[src/rtl/pdi_block_sequencer_pkg.sv]
// Shared constants and state encoding for the PDI block sequencer.
// Header layout: [31:28] type, [25] eot, [24] last, [15:0] byte length.
package pdi_block_sequencer_pkg;

    localparam int BUSW         = 32;
    localparam int CNTW         = 2;

    localparam int HDR_TYPE_MSB = 31;
    localparam int HDR_EOT_BIT  = 25;
    localparam int HDR_LAST_BIT = 24;
    localparam int HDR_LEN_MSB  = 15;

    localparam int BLK_BYTES    = 16;

    typedef enum logic [1:0] {
        ST_IDLE = 2'd0,
        ST_DATA = 2'd1,
        ST_FILL = 2'd2
    } state_t;

endpackage

[src/rtl/pdi_block_sequencer_if.sv]
// Valid/ready word stream used for the PDI input and the padding_mux feed.
interface pdi_block_sequencer_if
    import pdi_block_sequencer_pkg::*;
#(
    parameter int W = BUSW
);

    logic [W-1:0] data;
    logic         valid;
    logic         ready;

    modport master (output data, output valid, input ready);
    modport slave  (input data, input valid, output ready);

endinterface

[src/rtl/pdi_block_sequencer.sv]
// Slices PDI segments into 4-word blocks for padding_mux, filling short tails with zero words.
// Optional: EMPTY_SEG_PAD_EN turns a length-0 segment into one all-zero padded block.
module pdi_block_sequencer
    import pdi_block_sequencer_pkg::*;
#(
    parameter int BUSW = pdi_block_sequencer_pkg::BUSW,
    parameter int CNTW = pdi_block_sequencer_pkg::CNTW
) (
    input  logic                  clk,
    input  logic                  rst,
    pdi_block_sequencer_if.slave  pdi,
    pdi_block_sequencer_if.master blk,
    output logic [CNTW-1:0]       cnt,
    output logic [3:0]            seglen,
    output logic                  pad,
    output logic                  last,
    output logic                  blk_last,
    output logic [3:0]            seg_type,
    output logic                  seg_eot,
    output logic                  seg_last,
    output logic                  seg_done
);

    state_t            state;
    logic [15:0]       rem;
    logic              empty_done;
    logic              cnt_max;
    logic              data_xfer;
    logic [BUSW-1:0]   fwd_data;
    logic [15:0]       hdr_len;

    function automatic logic [15:0] sat_sub_blk(input logic [15:0] r);
        return (r > 16'(BLK_BYTES)) ? (r - 16'(BLK_BYTES)) : 16'd0;
    endfunction

    // Index of the last data word of a partial block: ceil(r/4)-1, valid for r in 1..15.
    function automatic logic [CNTW-1:0] tail_last_idx(input logic [3:0] r4);
        logic [3:0] t;
        t = r4 - 4'd1;
        return CNTW'(t >> 2);
    endfunction

    assign cnt_max   = (cnt == {CNTW{1'b1}});
    assign data_xfer = pdi.valid && blk.ready;
    assign hdr_len   = pdi.data[HDR_LEN_MSB:0];
    assign blk.data  = fwd_data;

    always_comb begin
        pad      = (rem < 16'(BLK_BYTES));
        seglen   = pad ? rem[3:0] : 4'd0;
        blk_last = (rem <= 16'(BLK_BYTES));
        last     = pad && cnt_max;

        pdi.ready = 1'b0;
        blk.valid = 1'b0;
        fwd_data  = '0;
        seg_done  = empty_done;

        case (state)
            ST_IDLE: begin
                pdi.ready = !empty_done;
            end
            ST_DATA: begin
                blk.valid = pdi.valid;
                pdi.ready = blk.ready;
                fwd_data  = pdi.data;
                seg_done  = data_xfer && cnt_max && blk_last;
            end
            ST_FILL: begin
                blk.valid = 1'b1;
                seg_done  = blk.ready && cnt_max;
            end
            default: ;
        endcase

        if (rst) begin
            pdi.ready = 1'b0;
            blk.valid = 1'b0;
            seg_done  = 1'b0;
        end
    end

    always_ff @(posedge clk) begin
        if (rst) begin
            state      <= ST_IDLE;
            cnt        <= '0;
            rem        <= '0;
            seg_type   <= '0;
            seg_eot    <= 1'b0;
            seg_last   <= 1'b0;
            empty_done <= 1'b0;
        end else begin
            empty_done <= 1'b0;
            case (state)
                ST_IDLE: begin
                    if (pdi.valid && pdi.ready) begin
                        seg_type <= pdi.data[HDR_TYPE_MSB -: 4];
                        seg_eot  <= pdi.data[HDR_EOT_BIT];
                        seg_last <= pdi.data[HDR_LAST_BIT];
                        rem      <= hdr_len;
                        cnt      <= '0;
                        if (hdr_len != 16'd0) begin
                            state <= ST_DATA;
                        end else begin
`ifdef EMPTY_SEG_PAD_EN
                            state <= ST_FILL;
`else
                            empty_done <= 1'b1;
`endif
                        end
                    end
                end
                ST_DATA: begin
                    if (data_xfer) begin
                        if (cnt_max) begin
                            cnt <= '0;
                            rem <= sat_sub_blk(rem);
                            if (blk_last)
                                state <= ST_IDLE;
                        end else begin
                            cnt <= cnt + CNTW'(1);
                            // Tail words are done mid-block: pad out the rest with zeros.
                            if (pad && (cnt == tail_last_idx(rem[3:0])))
                                state <= ST_FILL;
                        end
                    end
                end
                ST_FILL: begin
                    if (blk.ready) begin
                        if (cnt_max) begin
                            cnt   <= '0;
                            state <= ST_IDLE;
                        end else begin
                            cnt <= cnt + CNTW'(1);
                        end
                    end
                end
                default: state <= ST_IDLE;
            endcase
        end
    end

endmodule

[src/flat_wrapper.sv]
// flat-port wrapper written by rule: the top's interface ports become plain ports
module pdi_block_sequencer_flat import pdi_block_sequencer_pkg::*;
#(
    parameter int BUSW = pdi_block_sequencer_pkg::BUSW,
    parameter int CNTW = pdi_block_sequencer_pkg::CNTW
)
  (clk, rst, cnt, seglen, pad, last, blk_last, seg_type, seg_eot, seg_last, seg_done, pdi_data, pdi_valid, pdi_ready, blk_data, blk_valid, blk_ready);
  pdi_block_sequencer_if #(.W(32)) pdi_i ();
  pdi_block_sequencer_if #(.W(32)) blk_i ();
  input  logic clk;
  input  logic rst;
  output logic [CNTW-1:0] cnt;
  output logic [3:0] seglen;
  output logic pad;
  output logic last;
  output logic blk_last;
  output logic [3:0] seg_type;
  output logic seg_eot;
  output logic seg_last;
  output logic seg_done;
  input wire logic [$bits(pdi_i.data)-1:0] pdi_data;
  input wire logic [$bits(pdi_i.valid)-1:0] pdi_valid;
  output wire logic [$bits(pdi_i.ready)-1:0] pdi_ready;
  output wire logic [$bits(blk_i.data)-1:0] blk_data;
  output wire logic [$bits(blk_i.valid)-1:0] blk_valid;
  input wire logic [$bits(blk_i.ready)-1:0] blk_ready;
  assign pdi_i.data = pdi_data;
  assign pdi_i.valid = pdi_valid;
  assign pdi_ready = pdi_i.ready;
  assign blk_data = blk_i.data;
  assign blk_valid = blk_i.valid;
  assign blk_i.ready = blk_ready;
  pdi_block_sequencer #(.BUSW(BUSW), .CNTW(CNTW)) u_core (.clk(clk), .rst(rst), .pdi(pdi_i), .blk(blk_i), .cnt(cnt), .seglen(seglen), .pad(pad), .last(last), .blk_last(blk_last), .seg_type(seg_type), .seg_eot(seg_eot), .seg_last(seg_last), .seg_done(seg_done));
endmodule
[config.mk]
export PLATFORM = sky130hd
export DESIGN_NAME = pdi_block_sequencer_flat
export DESIGN_NICKNAME = d
export VERILOG_FILES = /design/src/rtl/pdi_block_sequencer_pkg.sv /design/src/rtl/pdi_block_sequencer_if.sv /design/src/rtl/pdi_block_sequencer.sv /design/src/flat_wrapper.sv
export SDC_FILE = /design/constraint.sdc
export NUM_CORES = 1
export LEC_CHECK = 0
export BUFFER_PORTS_ARGS = -buffer_cell sky130_fd_sc_hd__buf_4
export CAP_MARGIN = 20
export CORE_UTILIZATION = 25
export CTS_BUF_LIST = sky130_fd_sc_hd__clkbuf_8
export DETAILED_ROUTE_END_ITERATION = 10
export PLACE_DENSITY_LB_ADDON = 0.05
export SKIP_CTS_REPAIR_TIMING = 1
export SYNTH_ARGS = -nofsm -noshare
export SYNTH_HDL_FRONTEND = slang
export SYNTH_SLANG_ARGS = --single-unit
[constraint.sdc]
create_clock -name clk -period 2.5 [get_ports clk]
set_clock_uncertainty 0.15 [all_clocks]
set_input_delay 0.125 -clock clk [delete_from_list [all_inputs] [get_ports clk]]
set_output_delay 0.125 -clock clk [all_outputs]
set_load 0.05 [all_outputs]
Yosys cells after proc, flatten, opt, wreduce, memory -nomap -nowiden
Cells that the tools add are included.

word-level totals
  flip-flop bits (word level) = 27
  bits of input ports = 36

operators by class
  equality and inequality tests = 12
  reduce and logical (&&, ||, !) cells = 17
  muxes and demuxes = 28
  magnitude comparators = 3
  $add $sub $neg = 3
  bitwise operators = 2

operator list
  kind                                                   count
  two-way mux 16 bit                                     4
  two-way mux 32 bit                                     1
  case mux 16 bit (2 select lines)                       1
  two-way mux 2 bit                                      12
  > comparator 16 x 5 -> 1 bit, second input constant    1
  <= comparator 16 x 5 -> 1 bit, second input constant   1
  < comparator 16 x 5 -> 1 bit, second input constant    1
  nonzero test 16 bit                                    1
  subtractor 16 x 5 -> 16 bit, second input constant     1
  case mux 2 bit (3 select lines)                        2
  inequality test 2 x 1 -> 1 bit, second input constant  5
  AND reduction 4 bit                                    2
  logical AND 1 bit                                      7
  AND reduction 7 bit                                    1
  case mux 1 bit (2 select lines)                        3
  equality test 2 bit, second input constant             2
  two-way mux 1 bit                                      4
  two-way mux 4 bit                                      1
  subtractor 4 x 1 -> 4 bit, second input constant       1
  inequality test 3 x 1 -> 1 bit, second input constant  1
  inequality test 3 bit, second input constant           1
  nonzero test 3 bit                                     1
  OR reduction 3 bit                                     1
  adder 2 x 1 -> 2 bit, second input constant            1
  8 further kinds                                        9

Depth between registers and ports, before layout
Gate-level depths: netlist (run 1).

  word-level depth = 7
  depth in mapped cells = 10
  gate-level depth less buffers = 8

Least setup slack after synthesis (run 1)
No wires, ideal clock.

  path type = flip-flop to output port
  start point = reg u_core.rem[8]
  end point = out seg_done
  data required time = 2225 ps
  buffers on the path = 0
  arrival time = 3184 ps
  setup slack = -959 ps
  cell stages (with the launch flop) = 7
  path through = dfxtp_1 or4_4 or3_4 nor2_1 a31o_1 nand4_1 a21oi_1

on the way
  longest elaborated chain between the ends = 4

ends and longest elaborated chain
  what                             line                        RTL
  start, declared                  pdi_block_sequencer.sv:25   logic [15:0] rem;
  start signal, assigned           pdi_block_sequencer.sv:100  rem <= hdr_len;
  start signal, assigned           pdi_block_sequencer.sv:117  rem <= sat_sub_blk(rem);
  <= comparator 16 x 5 -> 1 bit    pdi_block_sequencer.sv:51   blk_last = (rem <= 16'(BLK_BYTES));
  via blk_last                     flat_wrapper.sv:16          output logic blk_last;
  logical AND 1 bit                pdi_block_sequencer.sv:67   seg_done = data_xfer && cnt_max && blk_last;
  case mux 1 bit (2 select lines)  pdi_block_sequencer.sv:59   case (state)
  two-way mux 1 bit                pdi_block_sequencer.sv:76   if (rst) begin
  end, declared                    flat_wrapper.sv:20          output logic seg_done;

The timed path passes the listed nets, and every way through them passes these cells.

Worst setup path in the final report (run 1)
  start point = reg u_core.rem[11]
  end point = out seg_done

on the way
  longest elaborated chain between the ends = 4

ends and longest elaborated chain
  what                             line
  <= comparator 16 x 5 -> 1 bit    pdi_block_sequencer.sv:51
  logical AND 1 bit                pdi_block_sequencer.sv:67
  case mux 1 bit (2 select lines)  pdi_block_sequencer.sv:59
  two-way mux 1 bit                pdi_block_sequencer.sv:76

Every way passes these cells.

==> results_dict.tcl, run 1 <==
set metrics [dict create \
    outcome "finished, violations left" \
    violations "setup timing" \
    ys_seq_area_share_pct 28.5 \
    wl_met2_mm 3.17 \
    place_hpwl_mm 4.80 \
    std_cell_rows 31 \
    critPathLaunch "u_core.rem[11]" \
    drt-total-wl_mm 6.64 \
    ys.flop_type "dfxtp_1" \
    n_antenna_cell 0 \
    cts_num_sinks 27 \
    rsz0062_at_grt "yes" \
    drive_above_1_share_pct 37.0 \
    crit_chain "or4_4, or3_4, nor2_4, a31o_1, nand4_1, a21oi_4, buf_6" \
    async_flop_share_pct 0 \
    seqCellArea_um2 546 \
    place_congestion 0.824 \
    holdWs_ns 0.0151 \
    syn-num-nets 293 \
    design.die.area_mm2 0.00793 \
    max_stage_delay_ns 0.56 \
    synth-edff-count 0 \
    ir_drop_mv 0.389 \
    final.setup.worst_slack_ns -0.0592 \
    rr_endpoint "u_core.rem[5]" \
    synthToLayoutAreaGrowth_pct 62.0 \
    crit_buf_inv 1 \
    netlist-cell-type-count 46 \
    final_core_util_pct 42.1 \
    avgViaCountPerCell 4.71 \
    dr.max_layer_used "met4" \
    drt_first_iter_violations 138 \
    vias 2201 \
    tns_ns -0.0592 \
    critical_path_cell_count 7 \
    ant_nets 0 \
    worstPathArrival_ns 2.28 \
    hold_violations 0 \
    relSlewSlack_pct 65.7 \
    io-pin-count 86 \
    cts_buffers 3 \
    syn-cell-area_mm2 0.00189 \
    r2r_slack_ns 0.08 \
    multi_input_area_mm2 0.00128 \
    grtUsageTotal_pct 16.1 \
    core_area_mm2 0.00729 \
    route.met3.wl_um 276 \
    antenna_found_initial 0 \
    dieHeight_um 89.0 \
    ys_seq_elements 27 \
    grt_pass1_wl_mm 9.77 \
    crit_fanout 5 \
    grt-ovfl-total 0 \
    cap_violations 0 \
    cts_tree "built" \
    p_total_mw 3.49 \
    cp_top_family "simple AND/OR/NAND/NOR gates" \
    htree_num_levels 1 \
    met1_length_mm 3.16 \
    period_share_pct 102 \
    maxSlewViolCount 0 \
    p_per_area_mw_per_mm2 1140 \
    r2r_start "u_core.state[1]" \
    setup_viol 1 \
    p_leak_nw 1.41 \
    dpl_cell_area_mm2 0.00279 \
    drc 0 \
    dp_slack_ns 0.0945 \
    clk_pin_slew_worst_paths_ns 0.11 \
    first_pass_iters 4 \
    endpoint "seg_done" \
    cts_buffer_depth 2 \
    tightest_slew_ns 0.513 \
    hold_depth 3 \
    io_buffers 85 \
    ys_warn_count 0 \
    avgSynthCellArea_um2 7.61 \
    die_x_um 89.0 \
    wl_per_cell_um 14.2 \
    startpoint_type "flip-flop" \
    fin_area_mm2 0.00307 \
    cts_root_buffer "clkbuf_8" \
    syn_inst 249 \
    grt_pass1_vias 1901 \
    finalNonFillerCells 467 \
    fill_cells 770 \
    cp.required_ns 2.23 \
    clock.fmax_mhz 391 \
    crit_slowest_cell "or4_4" \
    r2r_cells 9 \
    layout.nets 413 \
    initial_core_util_pct 26.0 \
    dp.cells 442 \
    grt_start_max_net_pins 33 \
    path_class "reg -> out" \
    critPathCaptureType "output pin" \
    clk_latency_ns 0.28 \
    hold_class "in -> reg" \
    period_needed_ns 2.56 \
]
## power breakdown
part	internal (mW)	switching, mW	leakage [nW]	total (mW)
logic	0.993	1.57	1.16	2.56
clock network	0.118	0.166	0.0261	0.283
registers	0.542	0.109	0.222	0.651
## tightest hold or removal path, stage by stage
cell and delay, ns:
buf_4 0.09, a22oi_1 0.07, a21oi_1 0.13
## sequential cells by signal, summed over array words and instances (netlist names)
signal / flops
u_core.empty_done: 1
u_core.rem: 16
u_core.seg_eot: 1
u_core.seg_type: 4
u_core.seg_last: 1
u_core.state: 2
u_core.cnt: 2
## cells in the mapped netlist, drive strengths merged, types with 3 or more instances
| cell type | instances | area (µm²) |
|---|---|---|
| nor3 | 9 | 45.0 |
| buf | 3 | 15.0 |
| or3 | 5 | 36.3 |
| and2 | 33 | 206 |
| clkbuf | 11 | 41.3 |
| a21boi | 3 | 22.5 |
| nand4 | 3 | 18.8 |
| and3 | 6 | 37.5 |
| dfxtp | 27 | 541 |
| a22oi | 11 | 82.6 |
| nand2 | 15 | 56.3 |
| o32ai | 3 | 26.3 |
| ha | 8 | 100 |
| nor2 | 27 | 101 |
| nor2b | 3 | 18.8 |
| a21oi | 11 | 55.1 |
| nor4 | 7 | 43.8 |
| a221oi | 3 | 26.3 |
| inv | 14 | 52.6 |
| o21ai | 14 | 73.8 |
| mux2i | 7 | 70.1 |
## cells in the final DEF (no fill, tap or decap), types with 3 or more instances in the layout
master	count
a21oi_1	10
a221oi_1	3
a22oi_1	11
and2_1	33
and3_1	6
buf_4	112
clkbuf_8	3
dfxtp_1	23
dfxtp_2	4
dlygate4sd3_1	14
ha_1	7
inv_1	13
mux2i_1	7
nand2_1	15
nand4_1	3
nor2_1	26
nor2b_1	3
nor3_1	7
nor4_1	7
o21ai_0	7
o21ai_1	6
o32ai_1	3
or3_1	4
## cell type report
type / count / area share (%)
Multi-Input combinational cell: 194 / 41.8
Inverter: 14 / 1.71
Timing Repair Buffer: 129 / 33.1
Sequential cell: 27 / 17.8
Clock buffer: 3 / 1.35
Tap cell: 99 / 4.04
Clock inverter: 1 / 0.285
## layer usage
layer / vias to the layer above / track usage (%)
met5: - / 0
met1: 1017 / 21.7
li1: 1123 / -
met2: 59 / 27.6
met3: 2 / 2.77
met4: 0 / 2.16
## cells by family (layout without fill, tap and decap cells)
group,Yosys count,in the layout,synth area share [%]
mux,7,7,3.70
simple gates,121,121,35.7
xor+xnor,1,1,0.462
flops,27,27,28.5
buf+inv,28,147,5.75
fa+ha+maj,8,8,5.28
compound gates,57,57,20.5
## worst min-delay path by stage
stage	startpoint	to	slack, ns
2_1_floorplan	pdi_valid	u_core.empty_done	0.12
3_3_place_gp	pdi_data[29]	u_core.seg_type[1]	0.22
3_5_place_dp	pdi_data[31]	u_core.seg_type[3]	0.23
5_1_grt	pdi_data[15]	u_core.rem[15]	0.05
6_report	pdi_data[15]	u_core.rem[15]	0.02
4_1_cts	pdi_data[28]	u_core.seg_type[0]	-0.09
Note: power is estimated with default switching activity, not from simulation.
==> run 2, diff against run 1 <==
Settings changed: CORE_UTILIZATION 25 to 40.
==> run 2 against run 1 <==
The run ends with DRC, hold timing, setup timing left. Sequential cell count unchanged. Non-clock buffer count shrank 12. Worst setup slack lost 0.017 ns. Clock power decreased by 9.9%. Sequential share of layout area rose by 1.1 points. Power fell by 5.6%. Combinational power shrank 7%. Largest power group unchanged. Highest routed layer unchanged.
==> results_dict.tcl, run 2 (synthesis results as in run 1) <==
set metrics [dict create \
    outcome "finished, violations left" \
    violations "DRC, hold timing, setup timing" \
    avgViaCountPerCell 5.46 \
    drt_first_iter_violations 226 \
    place_hpwl_mm 4.26 \
    clock.fmax_mhz 388 \
    cts_buffers 3 \
    clk_pin_slew_worst_paths_ns 0.10 \
    path_class "reg -> out" \
    core_area_mm2 0.00444 \
    maxSlewViolCount 0 \
    final_common_cell "buf_4" \
    hold_class "in -> reg" \
    wl_per_cell_um 14.5 \
    cp.required_ns 2.23 \
    crit_fanout 5 \
    dp_slack_ns 0.0689 \
    holdWs_ns -0.0363 \
    dp.cells 392 \
    largest_register "u_core.rem" \
    cts_tree "built" \
    n_antenna_cell 0 \
    largest_register_ffs 16 \
    relSlewSlack_pct 73.8 \
    period_share_pct 103 \
    grt-ovfl-total 0 \
    dieHeight_um 70.8 \
    finalNonFillerCells 408 \
    io_buffers 85 \
    final_cell_mix "105 x buf_4, 33 x and2_1, 26 x nor2_1" \
    hold_violations 3 \
    rsz0062_at_grt "yes" \
    clk_latency_ns 0.28 \
    ant_nets 0 \
    reg.largest.list "u_core.rem x16, u_core.seg_type x4" \
    ir_drop_mv 1.11 \
    period_needed_ns 2.58 \
    grt_pass1_wl_mm 9.43 \
    grt_start_max_net_pins 37 \
    initial_core_util_pct 42.6 \
    vias 2227 \
    startpoint_type "flip-flop" \
    grt_pass1_vias 1952 \
    htree_num_levels 1 \
    p_leak_nw 1.35 \
    cts_num_sinks 27 \
    tightest_slew_ns 0.389 \
    setup_viol 1 \
    p_per_area_mw_per_mm2 1140 \
    place_congestion 0.904 \
    grtUsageTotal_pct 23.2 \
    cap_violations 0 \
    cts_buffer_depth 2 \
    die_x_um 70.8 \
    drive_above_1_share_pct 35.4 \
    layout.nets 401 \
    first_pass_iters 7 \
    synthToLayoutAreaGrowth_pct 52.6 \
    fill_cells 386 \
    final.setup.worst_slack_ns -0.0763 \
    io-pin-count 86 \
    critPathCaptureType "output pin" \
    design.die.area_mm2 0.00501 \
    std_cell_rows 24 \
    drt-total-wl_mm 5.90 \
    antenna_found_initial 0 \
    cts_root_buffer "clkbuf_8" \
    drc 6 \
    worstPathArrival_ns 2.30 \
]
[run 2: cell count changes in the layout (fill, tap and decap cells not counted), sizes merged]
cell	change
buf	-8
dlygate4sd3	-3
clkdlybuf4s15	-1
[run 2: final timing paths]
kind                      startpoint            endpoint  slack [ns]  depth (start not counted)
setup / recovery       u_core.rem[9]            seg_done       -0.08                          7
hold / removal           pdi_data[5]       u_core.rem[5]       -0.04                          3
setup reg to reg     u_core.state[1]       u_core.cnt[0]        0.13                          8
hold reg to reg   u_core.seg_type[0]  u_core.seg_type[0]        0.36                          2
[run 2: area by class of cell]
type                       count  area [µm²]  share of cell area, %
multi-input combinational    194        1270                   44.1
timing repair buffer         117         910                   31.5
sequential                    27         546                   18.9
tap                           52        65.1                   2.25
inverter                      14        52.6                   1.82
clock buffer                   3        41.3                   1.43
clock inverter                 1        3.75                  0.130
[run 2: worst max-delay path, stage by stage (launching register included)]
cell     delay, ns
dfxtp_2       0.35
or4_4         0.54
or3_4         0.38
nor2_4        0.13
a31o_1        0.15
nand4_1       0.13
a21oi_4       0.16
buf_6         0.17
[run 2: metal layers]
metal  GRT usage, %  up-vias  part of all wire (%)
li1               -     1100                     -
met1           32.3     1039                    46
met2           36.9       76                    47
met3           2.56       12                   5.1
met4           9.33        0                   2.3
met5              0        -                     0
[run 2: report_power, final]
part / internal [mW] / total [mW] / leakage [nW] / switching, mW
clock: 0.110 / 0.255 / 0.0269 / 0.144
combinational: 0.915 / 2.39 / 1.10 / 1.48
sequential: 0.542 / 0.653 / 0.222 / 0.111
total: 1.57 / 3.30 / 1.35 / 1.73
[run 2: through the flow]
step	total power [mW]	util [%]	area, µm²	setup TNS, ns	hold WS (ns)
6_report	3.30	65.1	2890	-0.0763	-0.0363
5_1_grt	3.54	65.1	2890	-0.152	0.00650
4_1_cts	3.23	62.0	2760	-0.181	-0.0645
3_5_place_dp	2.96	61.0	2710	0	0.226
3_3_place_gp	2.96	61.0	2710	0	0.217
2_1_floorplan	2.26	-	1920	0	0.121
==> run 3, diff against run 2 <==
Settings changed: ABC_AREA set to 1.
==> run 3 against run 2 <==
The run ends with hold timing left. Worst setup slack gained 0.35 ns. First-iteration DRC count shrank 44%. Critical path depth grew 4. Global-route usage shrank 1.0 points. Wire length grew 0.64%. Count of clock-buffer cells in the layout is the same. Via count grew 6.7%. Largest power group unchanged.
==> results_dict.tcl, run 3 <==
set metrics [dict create \
    multi_input_area_mm2 0.00119 \
    drt_first_iter_violations 126 \
    ys_warn_count 0 \
    io_buffers 85 \
    synth_common_cells "97 x nand2_1, 81 x inv_1, 46 x nor2_1" \
    synth-edff-count 0 \
    synth_top_area_share_pct 25.9 \
    final_cell_mix "97 x nand2_1, 89 x buf_4, 81 x inv_1" \
    place_congestion 0.887 \
    die_x_um 74.3 \
    min_to "u_core.seg_type[2]" \
    grt_pass1_wl_mm 9.60 \
    wl_per_cell_um 11.5 \
    largest_register_ffs 16 \
    holdWs_ns -0.0245 \
    cts_buffer_depth 2 \
    yosysTopAreaCell "dfxtp_1" \
    r2r_slack_ns 0.28 \
    dpl_cell_area_mm2 0.00278 \
    core_area_mm2 0.00488 \
    p_leak_nw 1.72 \
    syn-cell-area_mm2 0.00209 \
    avgViaCountPerCell 4.59 \
    synthToLayoutAreaGrowth_pct 37.7 \
    p_per_area_mw_per_mm2 1080 \
    fill_cells 537 \
    synthTopCellsByArea "dfxtp_1 26%, nand2_1 17%, inv_1 15%, nor2_1 8.3%, o21ai_0 6.2%" \
    startpoint_type "flip-flop" \
    ys_seq_elements 27 \
    layout.nets 496 \
    vias 2376 \
    r2r_cells 11 \
    cap_violations 0 \
    dieHeight_um 74.3 \
    ys.flop_type "dfxtp_1" \
    reg.largest.list "u_core.rem x16, u_core.seg_type x4" \
    grt_start_max_net_pins 24 \
    largest_register "u_core.rem" \
    antenna_found_initial 0 \
    grtUsageTotal_pct 22.2 \
    drc 0 \
    ir_drop_mv 0.423 \
    cts_num_sinks 27 \
    clk_latency_ns 0.28 \
    std_cell_rows 25 \
    grt_pass1_vias 2203 \
    cts_tree "built" \
    tightest_slew_ns 0.398 \
    final_core_util_pct 59.0 \
    grt-ovfl-total 0 \
    first_pass_iters 4 \
    period_needed_ns 2.22 \
    worstPathArrival_ns 2.25 \
    n_antenna_cell 0 \
    dp_slack_ns 0.243 \
    syn-num-nets 409 \
    hold_start "pdi_data[30]" \
    io-pin-count 86 \
    syn_inst 365 \
    rr_endpoint "u_core.rem[3]" \
    avgSynthCellArea_um2 5.73 \
    critPathCaptureType "flip-flop" \
    seqCellArea_um2 541 \
    cts_buffers 3 \
    cts_root_buffer "clkbuf_8" \
    clk_pin_slew_worst_paths_ns 0.11 \
    path_class "reg -> reg" \
    async_flop_share_pct 0 \
    netlist-cell-type-count 26 \
    hold_violations 7 \
    maxSlewViolCount 0 \
    drt-total-wl_mm 5.94 \
    tns_ns 0 \
    final_common_cell "nand2_1" \
    hold_depth 3 \
    fin_area_mm2 0.00288 \
    ys_seq_area_share_pct 25.9 \
    rsz0062_at_grt "no" \
    htree_num_levels 1 \
    initial_core_util_pct 42.8 \
    violations "hold timing" \
    final.setup.worst_slack_ns 0.276 \
    cp.required_ns 2.53 \
    hold_class "in -> reg" \
    design.die.area_mm2 0.00552 \
    period_share_pct 89.0 \
    r2r_start "u_core.state[1]" \
    setup_viol 0 \
    clock.fmax_mhz 450 \
    crit_fanout 17 \
    outcome "finished, violations left" \
    ant_nets 0 \
    synth.most_common_cell "nand2_1" \
    place_hpwl_mm 4.64 \
    relSlewSlack_pct 73.4 \
    drive_above_1_share_pct 23.1 \
]
-- run 3: how the worst max path moves through the flow --
stage | to | startpoint | cells past startpoint
6_report | u_core.rem[3] | u_core.state[1] | 11
5_1_grt | u_core.rem[2] | u_core.state[1] | 11
4_1_cts | u_core.rem[3] | u_core.state[1] | 11
3_5_place_dp | u_core.rem[3] | u_core.state[1] | 11
3_3_place_gp | u_core.rem[2] | u_core.state[1] | 11
2_1_floorplan | u_core.seg_eot | u_core.state[0] | 8
-- run 3: layer usage --
| layer | global-route usage (%) | share of wire [%] | vias up |
|---|---|---|---|
| met5 | 0 | 0 | - |
| met2 | 41.1 | 49 | 70 |
| met1 | 27.2 | 46 | 1030 |
| met3 | 2.30 | 4.3 | 8 |
| li1 | - | - | 1268 |
| met4 | 6.08 | 1.1 | 0 |
-- run 3: per-stage QoR --
stage               instances  power, mW  hold WS, ns
detailed placement        510       2.81        0.273
floorplan                 365       2.27        0.122
global route              518       3.38       0.0143
global placement          510       2.79        0.260
finish                    518       3.10      -0.0245
CTS                       514       3.09      -0.0339
-- run 3: final cells by class --
cell class              instances  area share, %
clock inverters                 1          0.304
well taps                      67           2.91
inverters                      82           10.7
flip-flops and latches         27           18.8
repair buffers                 93           24.6
clock buffers                   3           1.43
multi-input cells             245           41.2
-- run 3: critical path, stage by stage, from the launching register on --
cell	delay [ns]
dfxtp_1	0.35
inv_1	0.11
ha_1	0.36
nand2_1	0.12
nand2_1	0.11
nand3_2	0.09
a21boi_2	0.22
nand2_4	0.18
clkinv_2	0.15
nand2_1	0.12
nand2_1	0.10
a21oi_1	0.06
-- run 3: logic make-up (layout without fill, tap and decap cells) --
logic type | Yosys count | in the layout | synth area share [%]
adders and majority gates | 8 | 8 | 4.79
AOI/OAI and AO/OA | 58 | 58 | 15.1
buffers and inverters | 93 | 179 | 17.6
and+or+nand+nor | 169 | 169 | 32.5
DFF | 27 | 27 | 25.9
xor gates and xnor gates | 10 | 10 | 4.19
-- run 3: power by group --
group / switching [mW] / leakage [nW] / total (mW) / internal, mW
clock: 0.154 / 0.0261 / 0.271 / 0.117
sequential: 0.0970 / 0.222 / 0.647 / 0.550
combinational: 1.51 / 1.47 / 2.18 / 0.674
